===== src/rtl/cozy_blit_pkg.sv =====
// cozy_blit_pkg: shared definitions for the cozy block-move/fill engine.
//   - blit_state_e : FSM state encoding (idle, read, write, finish)
//   - ModeCopy/ModeFill, DirUp/DirDown : command field encodings
//   - BweNone/BweWord : byte-write enable codes, shared with the arbiter and
//     the CPU bus decode so all initiators agree on the word-write encoding
package cozy_blit_pkg;

  typedef enum logic [1:0] {
    StIdle = 2'd0,
    StRd   = 2'd1,
    StWr   = 2'd2,
    StFin  = 2'd3
  } blit_state_e;

  localparam logic ModeCopy = 1'b0;
  localparam logic ModeFill = 1'b1;

  localparam logic DirUp   = 1'b0;
  localparam logic DirDown = 1'b1;

  localparam logic [1:0] BweNone = 2'b00;
  localparam logic [1:0] BweWord = 2'b11;

endpackage


===== src/rtl/cozy_blit_ptr.sv =====
// cozy_blit_ptr: loadable 16-bit word pointer with a +/-2 byte step.
//   clk, rst_n : clock, asynchronous active-low reset (clears the pointer)
//   load       : load load_val (bit 0 forced to 0); has priority over en
//   load_val   : byte address to load
//   en         : advance one word this cycle
//   dir        : DirUp steps +2, DirDown steps -2 (wraps modulo 2^16)
//   ptr        : current byte address, bit 0 always 0
module cozy_blit_ptr
  import cozy_blit_pkg::*;
(
  input  logic        clk,
  input  logic        rst_n,
  input  logic        load,
  input  logic [15:0] load_val,
  input  logic        en,
  input  logic        dir,
  output logic [15:0] ptr
);

  logic [15:0] ptr_q;

  always_ff @(posedge clk or negedge rst_n) begin
    if (!rst_n) begin
      ptr_q <= 16'h0000;
    end else if (load) begin
      ptr_q <= load_val & 16'hFFFE;
    end else if (en) begin
      ptr_q <= (dir == DirDown) ? ptr_q - 16'd2 : ptr_q + 16'd2;
    end
  end

  assign ptr = ptr_q;

endmodule


===== src/rtl/cozy_blit.sv =====
// cozy_blit: bus-initiator block copy / fill engine on the cozy 16-bit port.
//   Command side : start, mode, dir, src, dst, len, fill_val (sampled on start
//                  in idle only); busy, done status.
//   Memory side  : mem_req to the arbiter, mem_gnt grant; mem_addr, mem_wdata,
//                  mem_bwe driven as master; mem_rdata returns one cycle after
//                  a granted read address.
// Copy moves one word per RD/WR pair; fill writes one word per granted cycle.
module cozy_blit
  import cozy_blit_pkg::*;
#(
  parameter int unsigned LEN_BITS = 12
) (
  input  logic                clk,
  input  logic                rst_n,
  input  logic                start,
  input  logic                mode,
  input  logic                dir,
  input  logic [15:0]         src,
  input  logic [15:0]         dst,
  input  logic [LEN_BITS-1:0] len,
  input  logic [15:0]         fill_val,
  output logic                busy,
  output logic                done,
  output logic                mem_req,
  input  logic                mem_gnt,
  output logic [15:0]         mem_addr,
  output logic [15:0]         mem_wdata,
  output logic [1:0]          mem_bwe,
  input  logic [15:0]         mem_rdata
);

  blit_state_e         state_q, state_d;
  logic                mode_q, mode_d;
  logic                dir_q, dir_d;
  logic [15:0]         fill_q, fill_d;
  logic [LEN_BITS-1:0] count_q, count_d;
  logic [15:0]         hold_q, hold_d;
  logic                fresh_q, fresh_d;

  logic        ptr_load;
  logic        src_en, dst_en;
  logic [15:0] src_ptr, dst_ptr;

  cozy_blit_ptr u_src_ptr (
    .clk      (clk),
    .rst_n    (rst_n),
    .load     (ptr_load),
    .load_val (src),
    .en       (src_en),
    .dir      (dir_q),
    .ptr      (src_ptr)
  );

  cozy_blit_ptr u_dst_ptr (
    .clk      (clk),
    .rst_n    (rst_n),
    .load     (ptr_load),
    .load_val (dst),
    .en       (dst_en),
    .dir      (dir_q),
    .ptr      (dst_ptr)
  );

  always_comb begin
    state_d  = state_q;
    mode_d   = mode_q;
    dir_d    = dir_q;
    fill_d   = fill_q;
    count_d  = count_q;
    hold_d   = hold_q;
    fresh_d  = fresh_q;
    ptr_load = 1'b0;
    src_en   = 1'b0;
    dst_en   = 1'b0;

    unique case (state_q)
      StIdle: begin
        if (start) begin
          ptr_load = 1'b1;
          mode_d   = mode;
          dir_d    = dir;
          fill_d   = fill_val;
          count_d  = len;
          if (len == '0) begin
            state_d = StFin;
          end else if (mode == ModeFill) begin
            state_d = StWr;
          end else begin
            state_d = StRd;
          end
        end
      end

      StRd: begin
        if (mem_gnt) begin
          state_d = StWr;
          fresh_d = 1'b1;
        end
      end

      StWr: begin
        // Capture read data on the first WR cycle so it survives lost grants.
        if (mode_q == ModeCopy) begin
          if (fresh_q) begin
            hold_d = mem_rdata;
          end
          fresh_d = 1'b0;
        end
        if (mem_gnt) begin
          dst_en  = 1'b1;
          src_en  = (mode_q == ModeCopy);
          count_d = count_q - LEN_BITS'(1);
          if (count_q == LEN_BITS'(1)) begin
            state_d = StFin;
          end else if (mode_q == ModeCopy) begin
            state_d = StRd;
          end else begin
            state_d = StWr;
          end
        end
      end

      StFin: begin
        state_d = StIdle;
      end

      default: begin
        state_d = StIdle;
      end
    endcase
  end

  always_ff @(posedge clk or negedge rst_n) begin
    if (!rst_n) begin
      state_q <= StIdle;
      mode_q  <= ModeCopy;
      dir_q   <= DirUp;
      fill_q  <= 16'h0000;
      count_q <= '0;
      hold_q  <= 16'h0000;
      fresh_q <= 1'b0;
    end else begin
      state_q <= state_d;
      mode_q  <= mode_d;
      dir_q   <= dir_d;
      fill_q  <= fill_d;
      count_q <= count_d;
      hold_q  <= hold_d;
      fresh_q <= fresh_d;
    end
  end

  always_comb begin
    busy      = (state_q == StRd) || (state_q == StWr);
    done      = (state_q == StFin);
    mem_req   = busy;
    mem_addr  = 16'h0000;
    mem_wdata = 16'h0000;
    mem_bwe   = BweNone;
    if (state_q == StRd) begin
      mem_addr = src_ptr;
    end else if (state_q == StWr) begin
      mem_addr = dst_ptr;
      if (mode_q == ModeFill) begin
        mem_wdata = fill_q;
      end else begin
        mem_wdata = fresh_q ? mem_rdata : hold_q;
      end
      mem_bwe = mem_gnt ? BweWord : BweNone;
    end
  end

endmodule


===== config.mk =====
export PLATFORM = sky130hd
export DESIGN_NAME = cozy_blit
export DESIGN_NICKNAME = d
export VERILOG_FILES = /design/src/rtl/cozy_blit_pkg.sv /design/src/rtl/cozy_blit_ptr.sv /design/src/rtl/cozy_blit.sv
export SDC_FILE = /design/constraint.sdc
export NUM_CORES = 1
export LEC_CHECK = 0
export CORE_MARGIN = 4
export CORE_UTILIZATION = 45
export CTS_CLUSTER_DIAMETER = 200
export DETAILED_ROUTE_END_ITERATION = 10
export GPL_TIMING_DRIVEN = 1
export HOLD_SLACK_MARGIN = 0.03
export PLACE_DENSITY = 0.72
export SYNTH_ARGS = -nofsm -noshare
export SYNTH_HDL_FRONTEND = slang
export SYNTH_HIERARCHICAL = 1
export SYNTH_SLANG_ARGS = --single-unit

===== constraint.sdc =====
create_clock -name clk -period 2.6 [get_ports clk]
set_input_delay 0.52 -clock clk [delete_from_list [all_inputs] [get_ports clk]]
set_output_delay 0.52 -clock clk [all_outputs]
set_load 0.005 [all_outputs]

==> out/metrics.csv, run 1 <==
metric;value;unit
coreArea;0.0126;mm²
dp_slack;0.00268;ns
regArea;0.00198;mm²
crit_family;compound AO/OA/AOI/OAI gates;
synth_compound_area_frac;0.214;
via_per_inst;5.76;
drcViolationCount;0;
crit_slowest_cell;dfrtp_4;
synthFlopType;dfrtp_1;
postSynthAreaPerCell;9.17;µm²
period_share;1.00;
io_buffers;115;
grt_max_degree;80;
synth_cell_types;78;
synthCells;628;
final-setup-viol-count;1;
p_int;0.00656;W
netlist_top_cells_area;dfrtp_1, mux2_2, ha_1;
worst_pin_slew;0.589;ns
max_slew_margin;0.607;
cp-start-kind;register;
timing.final.ws_setup;-0.00211;ns
crit_chain;buf_6 -> buf_4 -> ha_1 -> a21oi_1 -> o21ai_1 -> a21o_1 -> a211oi_2 -> nor2_2 -> o311a_1 -> or3_1;
multi_input_area;0.00367;mm²
ys_async_sr_fraction;1.00;
maxSlewViolCount;0;
synth_commonest_cells;dfrtp_1, nor2_1, nand2_1;
synth_fp_nets;745;
clock-sinks;79;
outcome;finished, violations left;
cts_tree;built;
synth-seq-cells;79;
yosys.area.top_type;dfrtp_1;
synthAdderAreaFrac;0.0786;
synth_top_family_by_area;compound AO/OA/AOI/OAI gates;
dieWidth;121;µm
critPathMaxStageDelay;0.57;ns
antenna_cells;0;
cp.arrival;2.82;ns
crit_type;register to register;
grt_pass1_vias;5526;
yosys.area_share.simple;0.171;
firstDrtPassIters;5;
finalClockSkew;0.00503;ns
p_sw_frac;0.435;
globalplace.congestion;0.895;
gr-total-overflow;0;
cp-end-kind;register;
cts_buffers;9;
fillers;1050;
drtIter0Drc;386;
p_per_area;1460;mW/mm²
drive_above_1_share;0.202;
p_switching;0.00504;W
cts_max_level;3;
grt_pass1_wl;26800;µm
clockRootBuffer;clkbuf_16;
violations;negative setup slack;
leakagePower;3.70;nW
synth_xor_area_frac;0.0228;
drt_wl_total;16800;µm
hold_viol;0;
antenna_found_initial;0;
rsz0062_at_grt;yes;
layout_min_cycle_time;2.60;ns
ant_nets;0;
worstPathMaxFanout;9;
dieArea;0.0147;mm²
start_util;0.458;
seq_power_share;0.214;
maxCapViolations;0;
setup_tns;-0.00211;ns
syn-cell-area;0.00576;mm²
num_vias;5466;
power;0.0116;W
synth_mux_area_frac;0.123;
die_height;121;µm
peakVddDrop;0.511;mV
hold_path_class;primary input to async pin;
path_buf_inv;2;
cts_buffer_depth;2;
clk_latency;0.34;ns
yosysWarnings;6;
avgRoutedWirePerCell;17.7;µm
finalNetCount;889;
grt_usage;0.227;
yosysSeqAreaShare;0.343;
pin_count;119;
comb_power_share;0.670;
power_frac_clock;0.116;
synth-edff-count;0;
rows;41;
areaGrowthSynthToFinish;38.4;%
synth.top_cell.area_share;0.343;
synth.most_common_cell;dfrtp_1;
max_freq;384;MHz
clkTransAtPathRegs;0.07;ns
worst_ep_required_time;2.82;ns
holdWs;0.174;ns
dp_hpwl;11900;µm
-- per-layer routing --
metal / vias up / share of wire / global-route usage
met1: 2637 / 0.43 / 0.292
li1: 2624 / - / -
met3: 33 / 0.049 / 0.0434
met5: - / 0 / 0
met2: 172 / 0.49 / 0.374
met4: 0 / 0.027 / 0.0931
-- sequential cells by signal, summed over array words and instances, names as in the netlist --
signal         count
count_q           12
dir_q              1
u_src_ptr/ptr     15
mode_q             1
fill_q            16
hold_q            16
state_q            2
fresh_q            1
u_dst_ptr/ptr     15
-- placed cells by master, fill, tap and decap left out, drive strengths merged, types with 5 or more instances in the layout --
cell type and n:
clkdlybuf4s50 85, o21bai 7, o21ai 46, nand3 6, o22ai 7, nor4 6, a21o 8, a31oi 5
mux2 37, dfrtp 79, ha 33, nand4 6, o21a 6, dlymetal6s2s 24, or3 5, buf 52
nand2b 8, nand2 49, xnor2 11, a21oi 47, a22o 21, a211oi 6, mux2i 29, nor2 66
inv 22, clkbuf 11, nor3 13, dlygate4sd2 5
-- worst paths after layout --
check	cells past startpoint	slack (ns)	startpoint	end
worst max-delay path	10	-0.002	dir_q	u_dst_ptr/ptr[14]
worst min-delay path	2	0.17	rst_n	u_src_ptr/ptr[5]
worst max register to register	10	-0.002	dir_q	u_dst_ptr/ptr[14]
worst min register to register	1	0.51	hold_q[10]	hold_q[10]
max in group asynchronous	2	2.03	rst_n	dir_q
min in group clk	1	0.51	hold_q[10]	hold_q[10]
-- timing repair --
item                       CTS  global route
resized for setup           21            59
buffers inserted             4             9
setup endpoints to repair   34            39
hold buffers                 0             0
pin swaps                    1            13
cloned                       2             1
-- cell families after synthesis --
logic type,Yosys count
xor+xnor,15
mux,66
other cells,2
fa+ha+maj,35
flops,79
simple gates,193
buf+inv,54
compound gates,184
-- power groups by stage --
| stage | sequential, W | clock, W | combinational (W) |
|---|---|---|---|
| after floorplan | 0.00230 | 0 | 0.00480 |
| after global placement | 0.00244 | 0 | 0.00671 |
| after detailed placement | 0.00248 | 0 | 0.00697 |
| after CTS | 0.00246 | 0.00138 | 0.00722 |
| after global routing | 0.00257 | 0.00143 | 0.00850 |
| final | 0.00249 | 0.00135 | 0.00777 |
-- stage by stage --
stage | instance area, µm² | instances | utilization
6_report | 7970 | 949 | 0.634
3_5_place_dp | 7250 | 917 | 0.577
4_1_cts | 7680 | 939 | 0.611
2_1_floorplan | 5760 | 628 | -
3_3_place_gp | 7250 | 917 | 0.577
5_1_grt | 7970 | 949 | 0.634
-- area by class of cell --
| class | instances | area share |
|---|---|---|
| Timing Repair Buffer | 168 | 0.215 |
| Multi-Input combinational cell | 495 | 0.461 |
| Inverter | 19 | 0.00895 |
| Clock inverter | 6 | 0.00942 |
| Sequential cell | 79 | 0.249 |
| Clock buffer | 10 | 0.0300 |
| Tap cell | 172 | 0.0270 |
Note: power is estimated with default switching activity, not from simulation.
==> run 2: changes to the inputs <==
- CELL_PAD_IN_SITES_DETAIL_PLACEMENT: default -> 0
- CELL_PAD_IN_SITES_GLOBAL_PLACEMENT: default -> 1
- CORE_UTILIZATION: 45 -> 36
- GPL_ROUTABILITY_DRIVEN: default -> 0
- PLACE_DENSITY: 0.72 -> 0.76
- clock period: 2.6 -> 2.15 ns (I/O delays scaled with it)
==> out/metrics.csv, run 2 (synthesis gave the netlist of run 1 again) <==
metric;value;unit;change
cts_buffer_depth;2;;unchanged
cp.arrival;2.68;ns;-0.14 ns
period_share;1.14;;+0.143
leakagePower;3.83;nW;+3.3%
grt_pass1_wl;29400;µm;+9.9%
areaGrowthSynthToFinish;53.9;%;
crit_type;register to register;;
cts_max_level;3;;unchanged
worst_ep_required_time;2.37;ns;-0.45 ns
peakVddDrop;0.745;mV;+46%
gr-total-overflow;0;;unchanged
finalNetCount;971;;+9.2%
clkTransAtPathRegs;0.07;ns;about the same
drtIter0Drc;292;;-24%
avgRoutedWirePerCell;17.2;µm;-2.8%
critPathMaxStageDelay;0.55;ns;-0.02 ns
clockRootBuffer;clkbuf_16;;
pin_count;119;;unchanged
path_buf_inv;1;;-1
cts_buffers;9;;unchanged
worstPathMaxFanout;5;;-4
rsz0062_at_grt;yes;;
coreArea;0.0154;mm²;+23%
power;0.0166;W;+43%
postPlaceCellArea;0.00798;mm²;+10%
p_per_area;1870;mW/mm²;+29%
dieArea;0.0181;mm²;+23%
grt_max_degree;40;;-50%
rrSetupSlack;-0.31;ns;-0.31 ns
final-setup-viol-count;32;;+31
firstDrtPassIters;4;;-1
rows;45;;+9.8%
grt_pass1_vias;5894;;+6.7%
cts_tree;built;;
cp-start-kind;register;;
num_vias;5635;;+3.1%
maxSlewViolCount;0;;unchanged
finalClockSkew;0.00567;ns;+0.000635 ns
dp_hpwl;13300;µm;+12%
final_common_cell;buf_4;;
die_height;135;µm;+11%
hold_path_class;register to register;;
crit_family;compound AO/OA/AOI/OAI gates;;
drt_wl_total;18400;µm;+9.6%
drcViolationCount;0;;unchanged
timing.final.ws_setup;-0.309;ns;-0.307 ns
via_per_inst;5.27;;-8.6%
max_freq;407;MHz;+5.8%
ant_nets;0;;unchanged
final_area;0.00887;mm²;+11%
layout_common_cells;buf_4, clkdlybuf4s50_1, dfrtp_1, nor2_1, nand2_1;;
top_regs;fill_q (16), hold_q (16);;
layout_min_cycle_time;2.46;ns;-0.143 ns
grt_usage;0.203;;-0.0238
holdWs;0.508;ns;+0.335 ns
start_util;0.373;;-0.0850
drive_above_1_share;0.370;;+0.168
io_buffers;115;;unchanged
hold_viol;0;;unchanged
clock-sinks;79;;unchanged
outcome;finished, violations left;;
crit_chain;buf_12 -> ha_4 -> a21oi_2 -> o21ai_2 -> a21o_1 -> a211oi_2 -> nor2_2 -> o311a_1 -> or3_1;;
clk_latency;0.35;ns;about the same
antenna_found_initial;0;;unchanged
cp-end-kind;register;;
violations;negative setup slack;;
crit_slowest_cell;dfrtp_4;;
dieWidth;135;µm;+11%
maxCapViolations;0;;unchanged
antenna_cells;0;;unchanged
[run 2: changes by cell type in the layout (fill, tap and decap cells not counted), moves of 11 or more]
cell,previous run,this run
ha_4,6,20
buf_2,0,30
buf_4,43,113
dlymetal6s2s_1,24,0
buf_6,4,15
ha_1,24,12
[run 2: power breakdown]
group / internal (W) / switching [W]
logic: 0.00642 / 0.00570
registers: 0.00227 / 0.000689
clock network: 0.000833 / 0.000702
[run 2: metal layers]
metal	wire length, µm	vias to the layer above	track usage
li1	-	2765	-
met1	7970	2735	0.254
met2	9450	116	0.362
met3	706	19	0.0298
met4	298	0	0.0605
met5	0	-	0
[run 2: worst paths after layout]
path | startpoint | to | cells past startpoint
worst max register to register | dir_q | u_dst_ptr/ptr[14] | 9
min in group asynchronous | rst_n | count_q[3] | 2
worst min register to register | hold_q[2] | hold_q[2] | 1
max in group asynchronous | rst_n | u_dst_ptr/ptr[11] | 3
worst min-delay path | hold_q[2] | hold_q[2] | 1
worst max-delay path | dir_q | u_dst_ptr/ptr[14] | 9
[run 2: repair_timing]
action,CTS,global route
endpoints found under the hold margin,21,0
endpoints found under the setup margin,51,63
gates resized for setup,201,44
setup buffers,19,8
cloned,2,1
hold buffers,1,0
pin swaps,23,27
[run 2: layout make-up]
| type | instances | area, µm² |
|---|---|---|
| clock buffer | 10 | 239 |
| clock inverter | 6 | 50.0 |
| fill | 1373 | 6560 |
| inverter | 19 | 73.8 |
| multi-input combinational | 495 | 4090 |
| sequential | 79 | 1980 |
| tap | 211 | 264 |
| timing repair buffer | 250 | 2170 |
[run 2: through the flow]
step / setup TNS (ns) / instances / setup WS [ns] / util
global route: -6.47 / 1070 / -0.390 / 0.575
detailed placement: -3.77 / 1026 / -0.350 / 0.517
CTS: -4.03 / 1064 / -0.282 / 0.557
floorplan: -1.58 / 628 / -0.228 / -
global placement: -3.07 / 1026 / -0.271 / 0.517
finish: -3.92 / 1070 / -0.309 / 0.575
[run 2: worst register-to-register path: stages, from the launching register on]
cell,delay [ns]
dfrtp_4,0.55
buf_12,0.17
ha_4,0.25
a21oi_2,0.18
o21ai_2,0.08
a21o_1,0.20
a211oi_2,0.26
nor2_2,0.07
o311a_1,0.28
or3_1,0.31
==> run 3: changes to the inputs <==
- CELL_PAD_IN_SITES_DETAIL_PLACEMENT: 0 -> 1
- CELL_PAD_IN_SITES_GLOBAL_PLACEMENT: 1 -> 2
- CORE_UTILIZATION: 36 -> 29
==> out/metrics.csv, run 3 (synthesis gave the netlist of run 1 again) <==
metric;value;unit;change
outcome;finished, violations left;;
violations;negative setup slack;;
peakVddDrop;0.795;mV;+6.8%
power;0.0197;W;+18%
comb_power_share;0.756;;+0.027
cts_tree;built;;
avgRoutedWirePerCell;20.7;µm;+20%
cpMostUsedCell;nand2_2;;
crit_chain;buf_12 -> ha_4 -> buf_6 -> buf_4 -> nand2_2 -> nor4_4 -> nand2_2 -> and3_4 -> nor4_1 -> o31ai_1;;
via_per_inst;5.28;;+0.26%
clk_latency;0.36;ns;about the same
grt_usage;0.198;;-0.00519
rrSetupSlack;-0.40;ns;-0.09 ns
clock-sinks;79;;unchanged
top_regs;fill_q (16), hold_q (16);;
dieWidth;149;µm;+11%
io_buffers;115;;unchanged
p_per_area;2000;mW/mm²;+6.5%
drcViolationCount;0;;unchanged
regArea;0.00198;mm²;about the same
drt_wl_total;24500;µm;+33%
holdWs;0.507;ns;-0.00123 ns
r2r_end;u_src_ptr/ptr[15];;
layout_common_cells;buf_4, dfrtp_1, clkdlybuf4s50_1, nor2_1, nand2_1;;
num_vias;6257;;+11%
period_share;1.19;;+0.0440
cts_buffers;9;;unchanged
power_frac_clock;0.090;;-0.002
final-setup-viol-count;51;;+59%
critPathMaxStageDelay;0.57;ns;+0.02 ns
finalNetCount;1032;;+6.3%
timing.final.ws_setup;-0.404;ns;-0.0945 ns
ff2ff_path_depth;10;;+1
grt_pass1_wl;35000;µm;+19%
maxCapViolations;0;;unchanged
rsz0062_at_grt;yes;;
leakagePower;4.22;nW;+10%
ant_nets;0;;unchanged
crit_type;register to register;;
multi_input_area;0.00438;mm²;+7.1%
coreArea;0.0195;mm²;+27%
drive_above_1_share;0.454;;+0.0841
cp-start-kind;register;;
grt_busiest_layer;met2;;
hold_viol;0;;unchanged
start_util;0.295;;-0.0784
dp_cells;1105;;+7.7%
grt_pass1_vias;6653;;+13%
rows;51;;+13%
p_switching;0.00860;W;+21%
max_slew_margin;0.611;;
fillers;2182;;+59%
met1_usage;0.242;;-0.0119
die_height;149;µm;+11%
dieArea;0.0222;mm²;+23%
final_cells;1185;;+11%
worst_pin_slew;0.578;ns;
layout_min_cycle_time;2.55;ns;+0.0945 ns
gr-total-overflow;0;;unchanged
hold_path_class;primary input to async pin;;
gr-usage-met2;0.359;;-0.00260
cp.arrival;2.79;ns;+0.11 ns
cp-end-kind;register;;
areaGrowthSynthToFinish;71.3;%;
antenna_found_initial;0;;unchanged
final_common_cell;buf_4;;
p_int;0.0111;W;+16%
pin_count;119;;unchanged
worstPathMaxFanout;8;;+3
seq_power_share;0.154;;-0.024
clkTransAtPathRegs;0.07;ns;about the same
cts_max_level;3;;unchanged
p_sw_frac;0.437;;+0.00995
grt_max_degree;47;;+18%
clockRootBuffer;clkbuf_16;;
grt_use_met3;0.0346;;+0.00483
crit_slowest_cell;dfrtp_4;;
finalClockSkew;0.0104;ns;+0.00469 ns
antenna_cells;0;;unchanged
drtIter0Drc;261;;-11%
worst_ep_required_time;2.39;ns;+0.02 ns
firstDrtPassIters;5;;+1
reg2reg_from;dir_q;;
cts_buffer_depth;2;;unchanged
dp_hpwl;16200;µm;+22%
max_freq;392;MHz;-3.7%
maxSlewViolCount;0;;unchanged
-- run 3: worst max-delay path by stage --
stage | to | cells after the start | start | slack, ns
floorplan | u_dst_ptr/ptr[11] | 8 | dir_q | -0.23
finish | u_src_ptr/ptr[15] | 10 | dir_q | -0.40
CTS | u_src_ptr/ptr[14] | 8 | dir_q | -0.34
global placement | u_src_ptr/ptr[12] | 9 | dir_q | -0.32
detailed placement | u_src_ptr/ptr[12] | 9 | dir_q | -0.49
global route | u_src_ptr/ptr[15] | 10 | dir_q | -0.46
-- run 3: final cells by class --
| type | count | share of cell area |
|---|---|---|
| clock buffers | 9 | 0.0228 |
| flip-flops and latches | 79 | 0.201 |
| repair buffers | 311 | 0.281 |
| inverters | 19 | 0.00786 |
| multi-input cells | 495 | 0.444 |
| well taps | 265 | 0.0336 |
| clock inverters | 7 | 0.0104 |
-- run 3: power groups by stage --
stage / registers, W / logic [W] / clock network [W]
2_1_floorplan: 0.00285 / 0.00607 / 0
3_3_place_gp: 0.00288 / 0.0103 / 0
3_5_place_dp: 0.00295 / 0.0108 / 0
4_1_cts: 0.00295 / 0.0121 / 0.00181
5_1_grt: 0.00313 / 0.0159 / 0.00189
6_report: 0.00303 / 0.0149 / 0.00177
-- run 3: repair_timing --
item | 4_1_cts | 5_1_grt
endpoints found under the hold margin | 16 | 0
resized for setup | 205 | 141
pin swaps | 31 | 76
cloned | 1 | 3
buffers inserted | 30 | 34
endpoints found under the setup margin | 52 | 62
hold buffers | 1 | 0
-- run 3: stage by stage --
stage	cell area, µm²	util	setup TNS, ns	worst slack (ns)
after floorplan	5890	-	-1.58	-0.228
after global placement	8210	0.420	-3.93	-0.324
after CTS	9050	0.464	-6.01	-0.337
after global routing	9870	0.505	-10.84	-0.455
after detailed placement	8210	0.420	-5.73	-0.495
final	9870	0.505	-7.89	-0.404
-- run 3: routing by layer --
metal | part of all wire | vias to the layer above
met1 | 0.42 | 3185
met2 | 0.52 | 153
met5 | 0 | -
li1 | - | 2891
met3 | 0.043 | 28
met4 | 0.018 | 0
-- run 3: worst max-delay path, delay by kind of cell, from the launching register on --
kind	cells	cell delay, ns
fa+ha+maj	1	0.29
compound gates	1	0.11
simple gates	5	1.09
flops	1	0.57
buf+inv	3	0.38
